===== src/rtl/bf16_pkg.sv =====
// rtl/bf16_pkg.sv - BF16/FP32 types, operand classes and constants for the BF16 multiplier
package bf16_pkg;

  typedef struct packed {
    logic       sign;
    logic [7:0] exp;
    logic [6:0] man;
  } bf16_t;

  typedef struct packed {
    logic        sign;
    logic [7:0]  exp;
    logic [22:0] man;
  } fp32_t;

  typedef enum logic [1:0] {
    ZERO,
    NORM,
    INF,
    NAN
  } cls_e;

  localparam int          BIAS       = 127;
  localparam logic [31:0] QNAN32     = 32'h7FC0_0000;
  localparam logic [15:0] QNAN16     = 16'h7FC0;
  localparam int          PIPE_DEPTH = 3;

  // Subnormals (exp==0, man!=0) are deliberately folded into ZERO: inputs are flushed.
  function automatic cls_e classify(input bf16_t x);
    cls_e c;
    c = NORM;
    if (x.exp == 8'd0) begin
      c = ZERO;
    end else if (x.exp == 8'hFF) begin
      c = (x.man == 7'd0) ? INF : NAN;
    end
    return c;
  endfunction

endpackage


===== src/rtl/bf16_mul_lane.sv =====
// rtl/bf16_mul_lane.sv - one BF16 x BF16 multiplier lane, 3 register stages sharing one enable
// Ports: clk_i/rst_ni clock and async active-low reset; en_i advances all three stages;
//        a_i/b_i BF16 operands; res_o FP32 or zero-extended BF16 product; flags_o {nan, overflow, underflow}.
module bf16_mul_lane
  import bf16_pkg::*;
#(
  parameter bit OUT_BF16 = 1'b0
) (
  input  logic        clk_i,
  input  logic        rst_ni,
  input  logic        en_i,
  input  logic [15:0] a_i,
  input  logic [15:0] b_i,
  output logic [31:0] res_o,
  output logic [2:0]  flags_o
);

  // Stage 1: unpack and classify
  bf16_t      a, b;
  logic       s1_sign_d, s1_sign_q;
  cls_e       s1_cls_a_d, s1_cls_a_q, s1_cls_b_d, s1_cls_b_q;
  logic [7:0] s1_ea_q, s1_eb_q;
  logic [7:0] s1_ma_d, s1_ma_q, s1_mb_d, s1_mb_q;

  assign a          = a_i;
  assign b          = b_i;
  assign s1_sign_d  = a.sign ^ b.sign;
  assign s1_cls_a_d = classify(a);
  assign s1_cls_b_d = classify(b);
  assign s1_ma_d    = {1'b1, a.man};
  assign s1_mb_d    = {1'b1, b.man};

  always_ff @(posedge clk_i or negedge rst_ni) begin
    if (!rst_ni) begin
      s1_sign_q  <= 1'b0;
      s1_cls_a_q <= ZERO;
      s1_cls_b_q <= ZERO;
      s1_ea_q    <= 8'd0;
      s1_eb_q    <= 8'd0;
      s1_ma_q    <= 8'd0;
      s1_mb_q    <= 8'd0;
    end else if (en_i) begin
      s1_sign_q  <= s1_sign_d;
      s1_cls_a_q <= s1_cls_a_d;
      s1_cls_b_q <= s1_cls_b_d;
      s1_ea_q    <= a.exp;
      s1_eb_q    <= b.exp;
      s1_ma_q    <= s1_ma_d;
      s1_mb_q    <= s1_mb_d;
    end
  end

  // Stage 2: mantissa product, biased exponent sum, special-case decode
  logic              s2_sign_q;
  logic              s2_nan_d, s2_nan_q, s2_inf_d, s2_inf_q, s2_zero_d, s2_zero_q;
  logic [15:0]       s2_prod_d, s2_prod_q;
  logic signed [9:0] s2_exp_d, s2_exp_q;

  assign s2_nan_d  = (s1_cls_a_q == NAN) || (s1_cls_b_q == NAN) ||
                     ((s1_cls_a_q == INF) && (s1_cls_b_q == ZERO)) ||
                     ((s1_cls_a_q == ZERO) && (s1_cls_b_q == INF));
  assign s2_inf_d  = (s1_cls_a_q == INF) || (s1_cls_b_q == INF);
  assign s2_zero_d = (s1_cls_a_q == ZERO) || (s1_cls_b_q == ZERO);
  assign s2_prod_d = {8'd0, s1_ma_q} * {8'd0, s1_mb_q};
  // Ten bits hold the full range 2-127 .. 508-127 plus normalise/round carries.
  assign s2_exp_d  = {2'b00, s1_ea_q} + {2'b00, s1_eb_q} - 10'(BIAS);

  always_ff @(posedge clk_i or negedge rst_ni) begin
    if (!rst_ni) begin
      s2_sign_q <= 1'b0;
      s2_nan_q  <= 1'b0;
      s2_inf_q  <= 1'b0;
      s2_zero_q <= 1'b0;
      s2_prod_q <= 16'd0;
      s2_exp_q  <= 10'sd0;
    end else if (en_i) begin
      s2_sign_q <= s1_sign_q;
      s2_nan_q  <= s2_nan_d;
      s2_inf_q  <= s2_inf_d;
      s2_zero_q <= s2_zero_d;
      s2_prod_q <= s2_prod_d;
      s2_exp_q  <= s2_exp_d;
    end
  end

  // Stage 3: normalise, round (BF16 only), range check, specials, pack
  logic [14:0]       frac15;
  logic signed [9:0] exp_n, exp_r;
  logic              guard, sticky, rnd_up, carry;
  logic [6:0]        man_r;
  logic [7:0]        exp_o;
  logic [22:0]       man_o;
  fp32_t             r32;
  bf16_t             r16;
  logic [31:0]       res_d, res_q;
  logic [2:0]        flags_d, flags_q;

  always_comb begin
    // Product of two 1.x mantissas lies in [1,4); bit 15 set means the value is >= 2.
    frac15 = s2_prod_q[15] ? s2_prod_q[14:0] : {s2_prod_q[13:0], 1'b0};
    exp_n  = s2_exp_q + $signed({9'd0, s2_prod_q[15]});
    guard  = frac15[7];
    sticky = |frac15[6:0];
    rnd_up = OUT_BF16 && guard && (sticky || frac15[8]);
    {carry, man_r} = {1'b0, frac15[14:8]} + {7'd0, rnd_up};
    exp_r  = exp_n + $signed({9'd0, carry});

    exp_o   = 8'h00;
    man_o   = 23'd0;
    flags_d = 3'b000;
    if (s2_nan_q) begin
      flags_d = 3'b100;
    end else if (s2_inf_q) begin
      exp_o = 8'hFF;
    end else if (s2_zero_q) begin
      exp_o = 8'h00;
    end else if (exp_r >= 10'sd255) begin
      exp_o   = 8'hFF;
      flags_d = 3'b010;
    end else if (exp_r <= 10'sd0) begin
      flags_d = 3'b001;
    end else begin
      exp_o = exp_r[7:0];
      man_o = OUT_BF16 ? {man_r, 16'd0} : {frac15, 8'd0};
    end

    r32   = {s2_sign_q, exp_o, man_o};
    r16   = {s2_sign_q, exp_o, man_o[22:16]};
    res_d = s2_nan_q ? (OUT_BF16 ? {16'd0, QNAN16} : QNAN32)
                     : (OUT_BF16 ? {16'd0, r16} : r32);
  end

  always_ff @(posedge clk_i or negedge rst_ni) begin
    if (!rst_ni) begin
      res_q   <= 32'd0;
      flags_q <= 3'b000;
    end else if (en_i) begin
      res_q   <= res_d;
      flags_q <= flags_d;
    end
  end

  assign res_o   = res_q;
  assign flags_o = flags_q;

endmodule


===== src/rtl/bf16_mul_pipe.sv =====
// rtl/bf16_mul_pipe.sv - multi-lane 3-stage BF16 multiplier with valid/ready handshake
// Ports: clk/rst_n clock and async active-low reset; in_valid/in_ready/in_a/in_b operand stream
//        (lane i at [16*i+15:16*i]); out_valid/out_ready/out_data/out_flags result stream
//        (lane i at [32*i+31:32*i], flags {nan, overflow, underflow} at [3*i+2:3*i]).
module bf16_mul_pipe
  import bf16_pkg::*;
#(
  parameter int unsigned LANES    = 4,
  parameter bit          OUT_BF16 = 1'b0
) (
  input  logic                 clk,
  input  logic                 rst_n,
  input  logic                 in_valid,
  output logic                 in_ready,
  input  logic [LANES*16-1:0]  in_a,
  input  logic [LANES*16-1:0]  in_b,
  output logic                 out_valid,
  input  logic                 out_ready,
  output logic [LANES*32-1:0]  out_data,
  output logic [LANES*3-1:0]   out_flags
);

  logic                  adv;
  logic [PIPE_DEPTH-1:0] vld_d, vld_q;

  // The whole pipe moves as one; bubbles are kept, so a stall at the output freezes every stage.
  assign adv       = out_ready | ~out_valid;
  assign in_ready  = adv;
  assign out_valid = vld_q[PIPE_DEPTH-1];
  assign vld_d     = {vld_q[PIPE_DEPTH-2:0], in_valid};

  always_ff @(posedge clk or negedge rst_n) begin
    if (!rst_n) begin
      vld_q <= '0;
    end else if (adv) begin
      vld_q <= vld_d;
    end
  end

  for (genvar i = 0; i < LANES; i++) begin : g_lane
    bf16_mul_lane #(
      .OUT_BF16(OUT_BF16)
    ) u_lane (
      .clk_i  (clk),
      .rst_ni (rst_n),
      .en_i   (adv),
      .a_i    (in_a[16*i +: 16]),
      .b_i    (in_b[16*i +: 16]),
      .res_o  (out_data[32*i +: 32]),
      .flags_o(out_flags[3*i +: 3])
    );
  end

endmodule


===== config.mk =====
export PLATFORM = sky130hd
export DESIGN_NAME = bf16_mul_pipe
export DESIGN_NICKNAME = d
export VERILOG_FILES = /design/src/rtl/bf16_pkg.sv /design/src/rtl/bf16_mul_lane.sv /design/src/rtl/bf16_mul_pipe.sv
export SDC_FILE = /design/constraint.sdc
export NUM_CORES = 1
export LEC_CHECK = 0
export BUFFER_PORTS_ARGS = -buffer_cell sky130_fd_sc_hd__buf_2
export CAP_MARGIN = 20
export CORE_MARGIN = 1.5
export CORE_UTILIZATION = 45
export DETAILED_ROUTE_END_ITERATION = 6
export GPL_TIMING_DRIVEN = 1
export PLACE_DENSITY_LB_ADDON = 0.08
export SYNTH_ARGS = -nofsm -noshare
export SYNTH_HDL_FRONTEND = slang
export SYNTH_SLANG_ARGS = --single-unit

===== constraint.sdc =====
create_clock -name clk -period 12.6 [get_ports clk]
set_clock_uncertainty 0.1 [all_clocks]
set_input_delay 2.52 -clock clk [delete_from_list [all_inputs] [get_ports clk]]
set_output_delay 2.52 -clock clk [all_outputs]
set_load 0.05 [all_outputs]

==> impl_results.md, run 1 <==
- Port Buffers: 241
- DIE AREA: roughly 60000 µm²
- Post-CTS setup buffers: 0
- CTS tree: yes
- All-Layer GR Usage: a little over a fifth
- Layout cell share with drive strength beyond 1: a little under an eighth
- Row cnt: 88
- CP endpoint kind: primary output
- Syn avg cell area: 9.00 µm²
- Pin count of the biggest net entering global routing: about 210
- Clock Latency Late Sink: 0.57 ns
- Area grow syn2layout: 12.6%
- Routability cong.: about 0.86
- Wirelength per Cell: roughly 16 µm
- Initial antenna violation count: 0
- Mapped Cells: slightly below 3000
- DRC errors left: 0
- Post-synth EDFFs: 0
- Top Family by Delay on Critical Path: buffers and inverters
- Startpoint Class: input pin
- Fin crit share: a little over half
- Worst path buffer plus inverter count: 4
- CTS Root Cell: clkbuf_16
- FF+latch count, synth: ~370
- Starting DRT DRC Count: just over 1000
- CP peak stage delay: 0.47 ns
- Vias in the first global route: between 20000 and 25000
- Post-synth ARST share: 100%
- Setup ws final: 5.95 ns
- GRT overflow: 0
- Setup Viol. Count Final: 0
- Dpl ws: roughly 6.0 ns
- Worst Path Arrival: 4.03 ns
- Synth Warn #: 0
- Cell breakdown of the critical path: buf_2 > nor2b_4 > buf_4 > inv_8 > buf_2
- Total number of vias: around 20000
- ANT cells: 0
- DP HPWL: roughly 48000 µm
- Min-Delay Path Depth: 2
- Worst slew pin tran: a little over 1 ns
- Die W: 245 µm
- Vias per Instance: approximately 5.2
- Hold wc startpoint: g_lane[0].u_lane.res_o[31]
- Syn Std Cell Area: between 20000 and 30000 µm²
- Final-stage net count: ~3600
- R2R setup slack: between 7 and 8 ns
- Core Area: around 58000 µm²
- Most frequent CP cell: buf_2
- Max transition margin: between 30% and 40%
- CP max FO: roughly 120
- Routed wire length: 63700 µm
- Register area share after synthesis: 35.2%
- Max-cap violations: 0
- Slowest cell on the critical path: buf_4
- Status: completed
- Final hold violations: 0
- FF-to-FF Start: g_lane[1].u_lane.s1_mb_q[7]
- Total negative slack: 0 ns
- I/O Pins: ~270
- Unrepaired setup endpoints after global routing: false
- Minimum clock period: approximately 6.7 ns
- Worst Hold Endpoint: g_lane[0].u_lane.res_o[31]
- Initial Util: approximately 46%
- First-pass GRT wire length: around 110000 µm
- Reg-to-reg critical path endpoint: g_lane[3].u_lane.s2_prod_q[13]
- Hold Buf Count CTS: 0
- R2R cell count: 16
- WP data required: around 10 ns
- DRT Pass-1 Iters: 7
- Post-route ant nets: 0
- Most common flop cell mapped by yosys: dfrtp_1
- Netlist cell types: 73
- Clock buffer depth: 3
- Clock slew at reported path FFs: around 0.060 ns
- CTS HTree Levels: 2
- Die height: between 200 and 250 µm
- Max Fclk: about 150 MHz
- # resized after CTS: 0
- Slew Limit Fails: 0
- CTS Sinks: 372
- Min-Delay Path Class: register to register
- WS Path Type: input pin to primary output
- CTS Buf Count: between 40 and 50
-- cell type report --
| type | count | area (µm²) |
|---|---|---|
| clock inverter | 18 | 209 |
| timing repair buffer | 255 | 1410 |
| tap | 765 | 957 |
| multi-input combinational | 2229 | 15700 |
| clock buffer | 63 | 1330 |
| inverter | 223 | 845 |
| fill | 5504 | 28200 |
| sequential | 372 | 9310 |
-- how the worst max path moves through the flow --
stage          slack, ns        to  cells past startpoint      start
2_1_floorplan       6.01  in_ready                      6  out_ready
5_1_grt             5.86  in_ready                      5  out_ready
3_5_place_dp        5.99  in_ready                      5  out_ready
3_3_place_gp        6.02  in_ready                      5  out_ready
4_1_cts             6.00  in_ready                      5  out_ready
6_report            5.95  in_ready                      5  out_ready
-- metal layers --
layer / share of wire [%] / up-vias / track usage (%)
met5: 0 / - / 0
met4: 2.5 / 0 / 6.59
met3: 3.3 / 94 / 2.37
met2: 49 / 349 / 37.1
met1: 46 / 10100 / 28.8
li1: - / 10100 / -
-- cells in the final DEF (no fill, tap or decap), types with 6 or more instances in the layout --
| cell | instances |
|---|---|
| o21a_1 | 21 |
| xor2_1 | 72 |
| buf_4 | 9 |
| nor3_1 | 42 |
| nor2_1 | 118 |
| o211ai_1 | 8 |
| a31oi_1 | 20 |
| mux2_2 | 6 |
| o21ai_0 | 124 |
| clkbuf_1 | 7 |
| dfrtp_1 | 371 |
| and3_1 | 18 |
| nand4_1 | 36 |
| mux2i_1 | 57 |
| fa_1 | 148 |
| ha_1 | 188 |
| nand2b_1 | 31 |
| and2_1 | 202 |
| xnor2_1 | 49 |
| clkinv_2 | 7 |
| o21bai_1 | 10 |
| nand3b_1 | 7 |
| clkinvlp_4 | 6 |
| nand2_1 | 664 |
| a21o_1 | 12 |
| a21oi_1 | 114 |
| conb_1 | 32 |
| inv_1 | 222 |
| or3_1 | 7 |
| buf_2 | 240 |
| clkbuf_8 | 9 |
| o21ai_2 | 10 |
| nor4_1 | 28 |
| clkbuf_16 | 47 |
| nand3_1 | 62 |
| a211oi_1 | 20 |
| a22o_1 | 24 |
| o2111ai_1 | 12 |
-- cell families after synthesis --
logic type	share of synthesized area (%)
xor gates and xnor gates	4.01
DFF	35.2
muxes	2.41
and+or+nand+nor	21.9
AOI/OAI and AO/OA	10.5
adders and majority gates	20.1
other	0.0142
buffers and inverters	5.81
-- sequential cells by signal, indices dropped and copies added, names as in the netlist --
name	flops
g_lane.u_lane.s1_cls_a_q	8
g_lane.u_lane.s1_sign_q	4
g_lane.u_lane.res_o	96
g_lane.u_lane.s1_ma_q	28
g_lane.u_lane.s2_exp_q	40
g_lane.u_lane.s2_nan_q	4
g_lane.u_lane.s1_eb_q	32
g_lane.u_lane.s1_ea_q	32
g_lane.u_lane.s1_mb_q	29
g_lane.u_lane.s2_inf_q	4
g_lane.u_lane.s2_prod_q	64
g_lane.u_lane.flags_o	12
g_lane.u_lane.s1_cls_b_q	8
vld_q	3
g_lane.u_lane.s2_sign_q	4
g_lane.u_lane.s2_zero_q	4
-- worst min-delay path, cell delays in order, from the launching register on --
cell     delay (ns)
dfrtp_1        0.34
nand2_1        0.05
nand2_1        0.05
-- metrics by stage --
step	cell area [µm²]	hold WS (ns)	std cells	util, %
after detailed placement	28100	0.351	3841	48.6
after floorplan	26500	0.330	2969	-
after global placement	28100	0.347	3841	48.6
final	29800	0.363	3925	51.4
after CTS	29700	0.365	3922	51.2
after global routing	29800	0.389	3925	51.4
-- cell usage after synthesis (all sizes together) (12+ instances only) --
cell type	number	area share, %
a22o	24	0.80
a31oi	20	0.47
fa	148	11
a21oi	114	2.2
nor2	118	1.7
a21o	12	0.34
nand2b	31	0.73
buf	58	1.4
clkbuf	87	1.2
xnor2	49	1.6
xor2	72	2.4
and2	202	4.8
mux2i	57	2.2
o21a	21	0.60
o21ai	138	2.8
o2111ai	12	0.40
dfrtp	372	35
nand4	37	0.90
inv	223	3.2
ha	188	8.9
nand2	664	9.4
nand3	63	1.2
a211oi	21	0.62
nor4	28	0.66
and3	18	0.43
nor3	42	0.80
Power of run 1 is left out: the tool's default activity adds up to more than one toggle a clock period on the data nets, which glitch-free logic cannot reach.
==> run 2, diff against run 1 <==
==> constraint.sdc (replaced) <==
create_clock -name clk -period 6.3 [get_ports clk]
set_clock_uncertainty 0.1 [all_clocks]
set_input_delay 1.26 -clock clk [delete_from_list [all_inputs] [get_ports clk]]
set_output_delay 1.26 -clock clk [all_outputs]
set_load 0.05 [all_outputs]
==> run 2 against run 1 <==
Non-clock buffer count unchanged. Worst hold slack better by 0.0065 ns. Largest cell class unchanged. Sequential share of layout area is essentially flat. Flip-flop and latch count unchanged. Count of clock-buffer cells in the layout grew 2. Wire length increased by 0.52%.
==> impl_results.md, run 2 (same netlist as run 1, synthesis figures left out) <==
- All-Layer GR Usage: about 22%
- Initial Util: a little under half
- Max transition margin: a little under a third
- Dpl cell area: ~28000 µm²
- Post-CTS setup buffers: 0
- Row cnt: 88
- Routability cong.: about 0.87
- Cell area after layout: 29800 µm²
- Slowest cell on the critical path: dfrtp_2
- Min-Delay Path Class: register to register
- Max reg flops: 96
- Vias in the first global route: around 21000
- Clock slew at reported path FFs: roughly 0.07 ns
- Max Fclk: 197 MHz
- CP endpoint kind: register
- Fin crit share: 80.8%
- Worst Hold Endpoint: g_lane[1].u_lane.res_o[31]
- Final hold violations: 0
- DP HPWL: 48600 µm
- Total negative slack: 0 ns
- Die W: between 200 and 250 µm
- Hold Buf Count CTS: 0
- CP peak stage delay: about 0.8 ns
- Vias per Instance: ~5.2
- WP data required: 6.64 ns
- Fin cells: 3929
- Most frequent cells in the layout: nand2_1 (664), dfrtp_1 (371), buf_2 (240)
- Wirelength per Cell: approximately 16 µm
- Setup Viol. Count Final: 0
- First-pass GRT wire length: roughly 110000 µm
- Maximum vdd drop: about 370 µV
- Worst path buffer plus inverter count: 4
- P_leak: 0.0147 µW
- Pin count of the biggest net entering global routing: 140
- Hold wc startpoint: g_lane[1].u_lane.res_o[31]
- Pwr per Cell Area: between 600 and 700 nW/µm²
- Die height: approximately 250 µm
- Core Area: around 58000 µm²
- Unrepaired setup endpoints after global routing: false
- Worst Path Arrival: about 5.4 ns
- I/O Pins: ~270
- GRT overflow: 0
- Total number of vias: 20500
- Placed cell count: about 3800
- Max-cap violations: 0
- Post-route ant nets: 0
- Clock Latency Late Sink: about 0.60 ns
- FF-to-FF Start: g_lane[1].u_lane.s1_mb_q[7]
- Layout cell share with drive strength beyond 1: 11.7%
- DRT Pass-1 Iters: 5
- Worst slew pin tran: 1.02 ns
- Top Family by Delay on Critical Path: adder cells
- DRC errors left: 0
- DIE AREA: approximately 60000 µm²
- CP max FO: 41
- CTS tree: yes
- R2R setup slack: between 1 and 1.5 ns
- Commonest non-fill, non-tap cell in the layout: nand2_1
- Startpoint Class: register
- # resized after CTS: 0
- Clock buffer depth: 3
- Most frequent CP cell: fa_1
- R2R cell count: 16
- Cell breakdown of the critical path: buf_4 > nand2_1 > fa_1 > fa_1 > inv_1 > fa_1 > inv_1 > fa_1 > inv_1 > ha_1 > o21ai_0 > a21o_1 > a21boi_0 > o21ai_0 > and2_1 > a22o_1
- WS Path Type: register to register
- CTS Root Cell: clkbuf_16
- Port Buffers: between 200 and 250
- Minimum clock period: around 5.1 ns
- Initial antenna violation count: 2
- CTS HTree Levels: 2
- Area grow syn2layout: 12.6%
- Reg-to-reg critical path endpoint: g_lane[1].u_lane.s2_prod_q[13]
- Final-stage net count: 3595
- Slew Limit Fails: 0
- Min-Delay Path Depth: 2
- CTS Sinks: roughly 370
- CTS Buf Count: between 40 and 50
- Routed wire length: 64100 µm
- Status: completed
- Starting DRT DRC Count: 923
==> run 2: cell count changes in the layout (fill, tap and decap cells not counted), moves of 2 or more <==
cell        change
buf_4           +2
buf_16          -3
clkinv_4        +3
clkinv_2        -3
clkinvlp_4      -2
clkbuf_1        +3
==> run 2: metal layers <==
layer | GRT usage [%] | vias up | routed length [µm]
met2 | 37.9 | 328 | 30800
met5 | 0 | - | 12
li1 | - | 10100 | -
met4 | 7.27 | 2 | 1910
met1 | 28.7 | 9945 | 29100
met3 | 2.80 | 113 | 2180
==> run 2: how the worst max path moves through the flow <==
stage,endpoint,depth (start not counted),startpoint
5_1_grt,g_lane[1].u_lane.s2_prod_q[13],15,g_lane[1].u_lane.s1_mb_q[7]
4_1_cts,g_lane[1].u_lane.s2_prod_q[13],16,g_lane[1].u_lane.s1_mb_q[7]
6_report,g_lane[1].u_lane.s2_prod_q[13],16,g_lane[1].u_lane.s1_mb_q[7]
2_1_floorplan,g_lane[3].u_lane.s2_prod_q[13],17,g_lane[1].u_lane.s1_mb_q[7]
3_5_place_dp,g_lane[1].u_lane.s2_prod_q[13],16,g_lane[1].u_lane.s1_mb_q[7]
3_3_place_gp,g_lane[1].u_lane.s2_prod_q[13],15,g_lane[1].u_lane.s1_mb_q[7]
==> run 2: area by class of cell <==
| cell class | instances | area (µm²) |
|---|---|---|
| diodes | 1 | 2.50 |
| clock inverters | 19 | 260 |
| clock buffers | 65 | 1310 |
| flip-flops and latches | 372 | 9310 |
| well taps | 765 | 957 |
| fillers | 5594 | 28200 |
| multi-input cells | 2229 | 15700 |
| inverters | 223 | 845 |
| repair buffers | 255 | 1360 |
==> run 2: worst min-delay path, cell delays in order (launching register included) <==
cell	delay, ns
dfrtp_1	0.34
nand2_1	0.05
nand2_1	0.05
==> run 2: power by group <==
group          internal [µW]  switching [µW]  leakage, µW
clock                   1660            1070     0.000759
sequential              3330             937      0.00454
combinational           4910            7090      0.00936
==> run 2: metrics by stage <==
stage / total power, µW / setup slack, ns / hold WS, ns / utilization, %
final: 19000 / 1.21 / 0.370 / 51.4
after global routing: 21100 / 0.899 / 0.383 / 51.4
after CTS: 19200 / 1.20 / 0.375 / 51.4
after detailed placement: 16300 / 1.26 / 0.359 / 48.7
after global placement: 16100 / 1.38 / 0.343 / 48.7
after floorplan: 13600 / 1.49 / 0.330 / -
(Power assumes the default switching activity.)
==> run 3, diff against run 2 <==
==> constraint.sdc (replaced) <==
create_clock -name clk -period 5.2 [get_ports clk]
set_clock_uncertainty 0.1 [all_clocks]
set_input_delay 1.04 -clock clk [delete_from_list [all_inputs] [get_ports clk]]
set_output_delay 1.04 -clock clk [all_outputs]
set_load 0.05 [all_outputs]
==> run 3 against run 2 <==
Power up 21%. Utilization about the same. Critical path depth down 1. Die area unchanged. Register-to-register slack worse by 0.63 ns. Wire length up 0.48%. Global-route usage down 0.13 points. Worst hold slack worse by 0.016 ns. Sequential power up 21%. Combinational power up 22%. Largest power group unchanged.
==> impl_results.md, run 3 (same netlist as run 1, synthesis figures left out) <==
- CTS Buf Count: 45
- Port Buffers: 241
- GRT overflow: 0
- Pin count of the biggest net entering global routing: 190
- Setup Viol. Count Final: 0
- Post-CTS setup buffers: 0
- Fillers: about 5600
- Slew Limit Fails: 0
- CP endpoint kind: register
- DP HPWL: roughly 49000 µm
- CP max FO: 53
- Met1 usage in global routing: between 20% and 30%
- DIE AREA: about 60000 µm²
- Maximum vdd drop: between 400 and 500 µV
- Vias per Instance: roughly 5.2
- Worst slew pin tran: 0.961 ns
- GRT met2 Usage: 36.6%
- Post-route ant nets: 0
- Row cnt: 88
- Clock slew at reported path FFs: 0.06 ns
- Vias in the first global route: about 21000
- Min-Delay Path Class: register to register
- Startpoint Class: register
- Status: completed
- Multi-input gate area: 15700 µm²
- Clock buffer depth: 3
- Wirelength per Cell: roughly 16 µm
- WP data required: 5.56 ns
- Most frequent cells in the layout: nand2_1 (664), dfrtp_1 (371), buf_2 (240)
- Clock Latency Late Sink: ~0.59 ns
- Fin crit share: 88.8%
- Max reg flops: 96
- Pwr per Cell Area: 773 nW/µm²
- All-Layer GR Usage: between 20% and 30%
- Commonest non-fill, non-tap cell in the layout: nand2_1
- # resized after CTS: 0
- Grt peak-use layer: met2
- DRT Pass-1 Iters: 6
- WS Path Type: register to register
- Minimum clock period: 4.62 ns
- Total negative slack: 0 ns
- P_leak: approximately 0.015 µW
- FF/Latch Area: roughly 9300 µm²
- Final hold violations: 0
- Routed wire length: ~64000 µm
- Unrepaired setup endpoints after global routing: false
- Initial Util: around 46%
- Final-stage net count: 3595
- Dpl ws: 0.611 ns
- Core Area: a little under 60000 µm²
- Max transition margin: a little over a third
- Hold Buf Count CTS: 0
- I/O Pins: 274
- Max Fclk: about 220 MHz
- Total number of vias: roughly 20000
- Initial antenna violation count: 5
- CTS HTree Levels: 2
- Layout cell share with drive strength beyond 1: approximately an eighth
- First-pass GRT wire length: between 100000 and 150000 µm
- CTS Root Cell: clkbuf_16
- DRC errors left: 0
- Worst Path Arrival: ~5.0 ns
- Starting DRT DRC Count: a little over 900
- Die W: 245 µm
- Die height: around 250 µm
- Routability cong.: 0.869
- CTS Sinks: roughly 370
- Setup ws final: 0.582 ns
- Area grow syn2layout: 12.6%
- Max-cap violations: 0
- CTS tree: yes
- GR Layer Usage met3: 3.12%
-- run 3: cell count changes in the layout (fill, tap and decap cells not counted), sizes merged --
cell      delta
clkinv       +3
diode        +3
buf          +1
inv          +1
clkinvlp     -2
clkbuf       -4
-- run 3: through the flow --
stage / hold WS [ns] / std cells / cell area, µm² / utilization [%] / power (µW)
after floorplan: 0.330 / 2969 / 26500 / - / 16500
after global placement: 0.340 / 3845 / 28200 / 48.7 / 19600
after detailed placement: 0.357 / 3845 / 28200 / 48.7 / 19900
after CTS: 0.346 / 3927 / 29700 / 51.4 / 23300
after global routing: 0.388 / 3930 / 29700 / 51.4 / 25600
final: 0.354 / 3931 / 29800 / 51.4 / 23000
-- run 3: cell type report --
class	count	area share [%]
Timing Repair Buffer	256	4.68
Clock buffer	61	4.26
Tap cell	765	3.22
Antenna cell	4	0.0336
Sequential cell	372	31.3
Multi-Input combinational cell	2229	52.8
Clock inverter	21	0.879
Inverter	223	2.84
-- run 3: metal layers --
metal / routed length, µm / up-vias
li1: - / 10100
met2: 30700 / 362
met4: 1960 / 2
met5: 15 / -
met3: 2390 / 108
met1: 29300 / 9996
-- run 3: final timing paths --
kind / from / slack, ns / cells past startpoint / end
max: g_lane[1].u_lane.s1_mb_q[7] / 0.58 / 15 / g_lane[1].u_lane.s2_prod_q[13]
min: g_lane[0].u_lane.s1_sign_q / 0.35 / 2 / g_lane[0].u_lane.s2_sign_q
max reg2reg: g_lane[1].u_lane.s1_mb_q[7] / 0.58 / 15 / g_lane[1].u_lane.s2_prod_q[13]
min reg2reg: g_lane[0].u_lane.s1_sign_q / 0.35 / 2 / g_lane[0].u_lane.s2_sign_q
max in group asynchronous: rst_n / 3.50 / 2 / g_lane[2].u_lane.s2_prod_q[3]
min in group asynchronous: rst_n / 0.38 / 1 / g_lane[0].u_lane.res_o[24]
-- run 3: worst max-delay path: stages (launching register included) --
cell      delay, ns
dfrtp_2        0.46
buf_12         0.20
and2_1         0.18
fa_1           0.54
inv_1          0.05
fa_1           0.55
fa_1           0.43
fa_1           0.49
inv_1          0.05
ha_1           0.32
o21a_1         0.15
o21a_1         0.14
a21boi_0       0.26
o21ai_0        0.19
and2_1         0.19
a22o_1         0.19
-- run 3: where the power goes --
| group | internal (µW) | switching, µW | leakage (µW) |
|---|---|---|---|
| Clock | 1960 | 1290 | 0.000755 |
| Sequential | 4040 | 1110 | 0.00454 |
| Combinational | 5930 | 8670 | 0.00937 |
| Total | 11900 | 11100 | 0.0147 |
